===== config.mk =====
export PLATFORM = sky130hd
export DESIGN_NAME = window3_s16_flat
export DESIGN_NICKNAME = d
export VERILOG_FILES = /design/src/rtl/window3_s16_if.sv /design/src/rtl/window3_s16.sv /design/src/flat_wrapper.sv
export SDC_FILE = /design/constraint.sdc
export NUM_CORES = 1
export LEC_CHECK = 0
export ABC_AREA = 0
export CAP_MARGIN = 20
export CORE_MARGIN = 2
export CORE_UTILIZATION = 51
export CTS_CLUSTER_DIAMETER = 100
export DETAILED_ROUTE_END_ITERATION = 12
export PLACE_DENSITY = 0.85
export SYNTH_ARGS = -nofsm -noshare
export SYNTH_HDL_FRONTEND = slang
export SYNTH_SLANG_ARGS = --single-unit

===== constraint.sdc =====
create_clock -name clk -period 4.38 [get_ports clk]
set_clock_uncertainty 0.2 [all_clocks]
set_input_delay 0.876 -clock clk [delete_from_list [all_inputs] [get_ports clk]]
set_output_delay 0.876 -clock clk [all_outputs]
set_load 0.005 [all_outputs]

===== src/rtl/window3_s16_if.sv =====
// Sample-in / window-out handshake bundle for the three-sample window front end.
// The slave modport is the window builder; the master modport is the producer/consumer side.
interface window3_s16_if #(
   parameter int WIDTH = 16,
   parameter int CNT_W = 16
);
   logic signed [WIDTH-1:0] in_data;
   logic                    in_valid;
   logic                    in_ready;
   logic signed [WIDTH-1:0] win_a;
   logic signed [WIDTH-1:0] win_b;
   logic signed [WIDTH-1:0] win_c;
   logic                    win_valid;
   logic                    win_ready;
   logic [CNT_W-1:0]        win_count;

   modport slave (
      input  in_data, in_valid, win_ready,
      output in_ready, win_a, win_b, win_c, win_valid, win_count
   );

   modport master (
      output in_data, in_valid, win_ready,
      input  in_ready, win_a, win_b, win_c, win_valid, win_count
   );
endinterface


===== src/rtl/window3_s16.sv =====
// Assembles signed samples into three-sample windows (oldest in win_a) for the max stage,
// in sliding or tumbling mode, and counts delivered windows.
//
// state | meaning
// FILL0 | no samples of the current window held
// FILL1 | one sample held
// FILL2 | two samples held
// FULL  | three samples held; win_valid marks an undelivered window
module window3_s16 #(
   parameter int WIDTH = 16,
   parameter int SLIDE = 1,
   parameter int CNT_W = 16
) (
   input  logic clk,
   input  logic rst_n,
   input  logic clear,
   window3_s16_if.slave bus
);
   typedef enum logic [1:0] {FILL0, FILL1, FILL2, FULL} state_t;

   state_t                  state;
   logic signed [WIDTH-1:0] a_q, b_q, c_q;
   logic                    valid_q;
   logic [CNT_W-1:0]        count_q;
   logic                    in_ready;
   logic                    accept;
   logic                    out_hs;

   assign in_ready = !valid_q || bus.win_ready;
   assign accept   = bus.in_valid && in_ready;
   assign out_hs   = valid_q && bus.win_ready;

   assign bus.in_ready  = in_ready;
   assign bus.win_a     = a_q;
   assign bus.win_b     = b_q;
   assign bus.win_c     = c_q;
   assign bus.win_valid = valid_q;
   assign bus.win_count = count_q;

   always_ff @(posedge clk or negedge rst_n) begin
      if (!rst_n) begin
         state   <= FILL0;
         a_q     <= '0;
         b_q     <= '0;
         c_q     <= '0;
         valid_q <= 1'b0;
         count_q <= '0;
      end else if (clear) begin
         // window data is left in place; only the bookkeeping is flushed
         state   <= FILL0;
         valid_q <= 1'b0;
         count_q <= '0;
      end else begin
         if (out_hs) count_q <= count_q + CNT_W'(1);
         if (accept) begin
            a_q <= b_q;
            b_q <= c_q;
            c_q <= bus.in_data;
         end
         case (state)
            FILL0: if (accept) state <= FILL1;
            FILL1: if (accept) state <= FILL2;
            FILL2: begin
               if (accept) begin
                  state   <= FULL;
                  valid_q <= 1'b1;
               end
            end
            FULL: begin
               if (SLIDE != 0) begin
                  if (accept)      valid_q <= 1'b1;
                  else if (out_hs) valid_q <= 1'b0;
               end else begin
                  // tumbling: an accept here can only ride on a handshake and starts the next window
                  if (accept) begin
                     state   <= FILL1;
                     valid_q <= 1'b0;
                  end else if (out_hs) begin
                     state   <= FILL0;
                     valid_q <= 1'b0;
                  end
               end
            end
            default: state <= FILL0;
         endcase
      end
   end
endmodule


===== src/flat_wrapper.sv =====
// flat-port wrapper written by rule: the top's interface ports become plain ports
module window3_s16_flat 
#(
   parameter int WIDTH = 16,
   parameter int SLIDE = 1,
   parameter int CNT_W = 16
)
  (clk, rst_n, clear, bus_in_data, bus_in_valid, bus_win_ready, bus_in_ready, bus_win_a, bus_win_b, bus_win_c, bus_win_valid, bus_win_count);
  window3_s16_if #(.WIDTH(WIDTH), .CNT_W(CNT_W)) bus_i ();
  input  logic clk;
  input  logic rst_n;
  input  logic clear;
  input wire logic [$bits(bus_i.in_data)-1:0] bus_in_data;
  input wire logic [$bits(bus_i.in_valid)-1:0] bus_in_valid;
  input wire logic [$bits(bus_i.win_ready)-1:0] bus_win_ready;
  output wire logic [$bits(bus_i.in_ready)-1:0] bus_in_ready;
  output wire logic [$bits(bus_i.win_a)-1:0] bus_win_a;
  output wire logic [$bits(bus_i.win_b)-1:0] bus_win_b;
  output wire logic [$bits(bus_i.win_c)-1:0] bus_win_c;
  output wire logic [$bits(bus_i.win_valid)-1:0] bus_win_valid;
  output wire logic [$bits(bus_i.win_count)-1:0] bus_win_count;
  assign bus_i.in_data = bus_in_data;
  assign bus_i.in_valid = bus_in_valid;
  assign bus_i.win_ready = bus_win_ready;
  assign bus_in_ready = bus_i.in_ready;
  assign bus_win_a = bus_i.win_a;
  assign bus_win_b = bus_i.win_b;
  assign bus_win_c = bus_i.win_c;
  assign bus_win_valid = bus_i.win_valid;
  assign bus_win_count = bus_i.win_count;
  window3_s16 #(.WIDTH(WIDTH), .SLIDE(SLIDE), .CNT_W(CNT_W)) u_core (.clk(clk), .rst_n(rst_n), .clear(clear), .bus(bus_i));
endmodule

# ---- After elaboration in Yosys (flattened, before gate mapping)
# Cells that the tools add are included.
# W data, S select, Z words.
dict set report op_classes {
  bitwise_logic 1
  n_addsub 1
  n_mux 12
  reduce_logical 10
  eq_ne 8
}
# cell n
set op_table {}
lappend op_table {{$mux W16} 2}
lappend op_table {{$add A16 B1 Y16 const B} 1}
lappend op_table {{$ne A3 B2 Y1 const B} 3}
lappend op_table {{$mux W2} 4}
lappend op_table {{$pmux W2 S3} 1}
lappend op_table {{$eq A2 B2 Y1 const B} 2}
lappend op_table {{$mux W1} 4}
lappend op_table {{$ne A4 B2 Y1 const B} 1}
lappend op_table {{$reduce_and A4 Y1} 1}
lappend op_table {{$reduce_and A3 Y1} 1}
lappend op_table {{$reduce_bool A3 Y1} 1}
lappend op_table {{$eq A2 B1 Y1 const B} 1}
lappend op_table {{$logic_and A1 B1 Y1} 2}
lappend op_table {{$logic_not A2 Y1} 1}
lappend op_table {{$ne A2 B2 Y1 const B} 1}
lappend op_table {{$pmux W1 S2} 1}
lappend op_table {{$reduce_and A2 Y1} 1}
lappend op_table {{$reduce_bool A2 Y1} 1}
lappend op_table {{$logic_not A1 Y1} 1}
lappend op_table {{$logic_or A1 B1 Y1} 1}
lappend op_table {{$not A1 Y1} 1}
dict set report word_totals {
  out_inout_bits 66
  elab_cells 38
  regBits 67
  in_bits 21
}

# ---- Logic depth before layout (Yosys ltp)
dict set report logic_depth {
  ltp_word 6
  depth_mapped 7
  ltp_nobuf 6
}

# ---- Worst setup path after synthesis
# OpenSTA, ideal clock, no wires.
dict set report synth_path {
  path_type {input-to-output}
  from {input port bus_win_ready}
  to {output port bus_in_ready}
  stages 1
  setup_slack_ns 2.298
  arrival_time_ns 1.006
  t_required_ns 3.304
  path_buffers 0
  cell_sequence {nand2b_4}
}
dict set report synth_via {
  elab_chain_len 1
}
# item line_no
set synth_rtl {}
lappend synth_rtl {{start: declaration} flat_wrapper.sv:15} ;# input wire logic [$bits(bus_i.win_ready)-1:0] bus_win_ready;
lappend synth_rtl {{$logic_or A1 B1 Y1} window3_s16.sv:29} ;# assign in_ready = !valid_q || bus.win_ready;
lappend synth_rtl {{end: declaration} flat_wrapper.sv:16} ;# output wire logic [$bits(bus_i.in_ready)-1:0] bus_in_ready;
# No other way between the ends.

# ---- Final worst setup path
# Ends and elaborated chain as after synthesis.

==> out/summary.txt <==
Outcome: finished, final reports clean
Horiz. Die Dim: 80.32 µm
Final Wtd Congestion: 0.7849
Power density relative to cell area: 475.4 mW/mm²
Number of distinct library cells after synthesis: 36
Peak Freq: 307.2 MHz
CTS tree: done
Combinational power share: 28.8%
Starting density of the core: 53.29%
Setup repair after global routing missed its margin: no
Worst min-delay path class: primary input to asynchronous set/reset pin
DR vias/cell: 5.251
Share of total power in sequential cells: 44.6%
Adder-cell area share of the yosys netlist: 2.527%
Filler cells: 387
Number of DRC violations after detailed routing: 0
Clock latency on the worst-skew pair: 0.34 ns
Multiplexer share of the synthesized area: 21.23%
Iteration count of the initial detailed-routing pass: 4
Sum of overflow across all layers after global routing: 0
Total internal power: 1.417 mW
Maximum fanout along the worst path: 8
Worst Path Required: 3.30 ns
Shortest clock period the worst path allows after layout: 3.255 ns
Sw Share: 27.05%
Top_reg_cell synth: dfrtp_1
Total power draw: 1.942 mW
Summed instance area of the synthesized netlist: 0.002970 mm²
NetSw: 0.5254 mW
Relative slew slack: 62.77%
Count of input and output buffers: 86
Largest area contributor in the synthesized netlist: dfrtp_1
Core area: 0.005574 mm²
Pins over their slew limit: 0
Top cells by instance count after synthesis: 67 x dfrtp_1, 28 x mux2_2, 21 x mux2_4
Maximum number of pins on one net before global-route repair: 45
Clk slew on worst S/H paths: 0.08 ns
Max-cap violations: 0
Detailed Place HPWL: 4260 µm
Routed wire per std cell: 15.88 µm
Critical R2R Capture: u_core.bus.win_a[2]$_DFFE_PN0P_
Register-to-Register Path Depth: 5
Combinational family with the most area after synthesis: multiplexers
CP Launch Type: primary input
RR Startpoint: u_core.bus.win_valid$_DFFE_PN0P_
Maximum resistive drop on vdd: 0.4225 mV
Number of global-route vias before repair: 2110
Clock root buffer: clkbuf_8
Summed negative setup slack over all endpoints: 0 ns
Area share of the largest cell type after synthesis: 56.44%
Post-synth EDFFs: 0
R2R setup slack: 2.17 ns
Transition time at the pin with the least slew margin: 0.5572 ns
Count of inserted antenna diode cells: 0
Post-synthesis compound-gate area fraction: 2.822%
Basic-gate share of the synthesized area counting and, or, nand and nor cells: 10.78%
Final period util: 74.31%
# Post-CTS Setup Buffers: 0
Top area cells in the synthesized netlist: dfrtp_1 56%, mux2_2 11%, mux2_4 11%
Synth Warn #: 0
Count of state elements after synthesis: 67
Fraction of power consumed by the clock network: 26.7%
Quantity of hold-fixing buffers added after cts: 0
Nets in the synthesized netlist: 242
Type of the worst setup path: primary input to output pin
Final hold violation count: 0
Post-CTS Resized: 0
Final number of setup-violating endpoints: 0
Post-DRT Antenna Nets: 0
Die height: 80.32 µm
Share of synthesized registers carrying an async set or reset: 100.0%
Fin nets: 336
Number of antenna violations at the first check in global routing: 0
Final wirelength: 6131 µm
Die Footprint: 0.006451 mm²
Ratio of cells with drive above 1 in the final layout: 25.16%
DRC violation total after the first TritonRoute iteration: 37
Sequential area share after synthesis: 56.44%
Worst setup path startpoint: bus_win_ready
All-layer global routing usage: 21.01%
First-pass GRT wire length: 10270 µm
Instance count of the mapped netlist: 215
Arr. time, crit path: 2.18 ns
Post-Syn Area per Cell: 13.82 µm²
Area growth syn-to-layout: 37.53%
IO Count: 87
Xor/xnor cell area share of the yosys netlist: 2.949%
Placement row count: 27
Number of sinks on the clock net: 67
TritonCTS buffer count: 9
Number of buffers on the longest clock path: 2
CTS H-tree depth: 3
Critical path capture point type: output pin
Via count: 2027
Leakage dissipation: 1.727 nW
Top-count cell post-synth: dfrtp_1
## routing by layer
layer | up-vias | wire [µm] | global-route usage (%)
li1 | 948 | - | -
met5 | - | 0 | 0
met4 | 0 | 109 | 8.814
met1 | 991 | 2666 | 27.18
met2 | 76 | 2905 | 32.75
met3 | 12 | 449 | 6.629
## final cells by class
cell class	count	area, µm²	share of cell area [%]
Inverter	4	15.01	0.3675
Sequential cell	67	1677	41.04
Tap cell	72	90.09	2.205
Clock inverter	6	72.57	1.776
Clock buffer	10	127.6	3.124
Multi-Input combinational cell	136	1197	29.31
Timing Repair Buffer	91	905.9	22.17
## sequential cells by signal, indices dropped and copies added (netlist names)
| signal | cells |
|---|---|
| u_core.bus.win_b | 16 |
| u_core.state | 2 |
| u_core.bus.win_count | 16 |
| u_core.bus.win_valid | 1 |
| u_core.bus.win_a | 16 |
| u_core.bus.win_c | 16 |
## worst max-delay path: stages
cell	delay, ns
clkdlybuf4s50_1	0.61
nand2b_4	0.19
clkdlybuf4s50_1	0.50
## cells by family after synthesis
group / count (synthesis)
xor+xnor: 10
buf+inv: 12
flops: 67
fa+ha+maj: 6
simple gates: 57
compound gates: 14
mux: 49
## placed cells by master, fill, tap and decap left out, types with 6 or more instances in the layout
cell	count
nand4_1	6
nand3_1	7
mux2_4	21
dfrtp_1	67
nor2_1	18
mux2_2	28
xor2_1	6
nand2_1	6
clkdlybuf4s50_1	85
a21oi_1	7
clkbuf_8	9
ha_1	6
## how the worst max path moves through the flow
stage / to / slack (ns)
5_1_grt: bus_in_ready / 1.07
3_3_place_gp: u_core.bus.win_b[3]$_DFFE_PN0P_ / 1.13
2_1_floorplan: bus_in_ready / 2.30
6_report: bus_in_ready / 1.13
3_5_place_dp: u_core.bus.win_a[3]$_DFFE_PN0P_ / 1.10
4_1_cts: bus_in_ready / 1.13
## through the flow
stage	util, %	std cells	instance area [µm²]	hold WS [ns]	setup WS [ns]
floorplan	-	215	2970	0.3053	2.298
global placement	69.34	369	3865	0.2882	1.126
detailed placement	69.34	369	3865	0.2953	1.098
CTS	72.93	385	4065	0.3125	1.126
global route	73.29	386	4085	0.1269	1.073
finish	73.29	386	4085	0.1368	1.125
## power by group through the flow
| stage | clock network [mW] | logic, mW | registers, mW |
|---|---|---|---|
| finish | 0.518 | 0.559 | 0.866 |
| global route | 0.553 | 0.602 | 0.887 |
| CTS | 0.528 | 0.566 | 0.867 |
| detailed placement | 0 | 0.559 | 0.873 |
| global placement | 0 | 0.543 | 0.866 |
| floorplan | 0 | 0.216 | 0.864 |
Note: power is estimated with default switching activity, not from simulation.
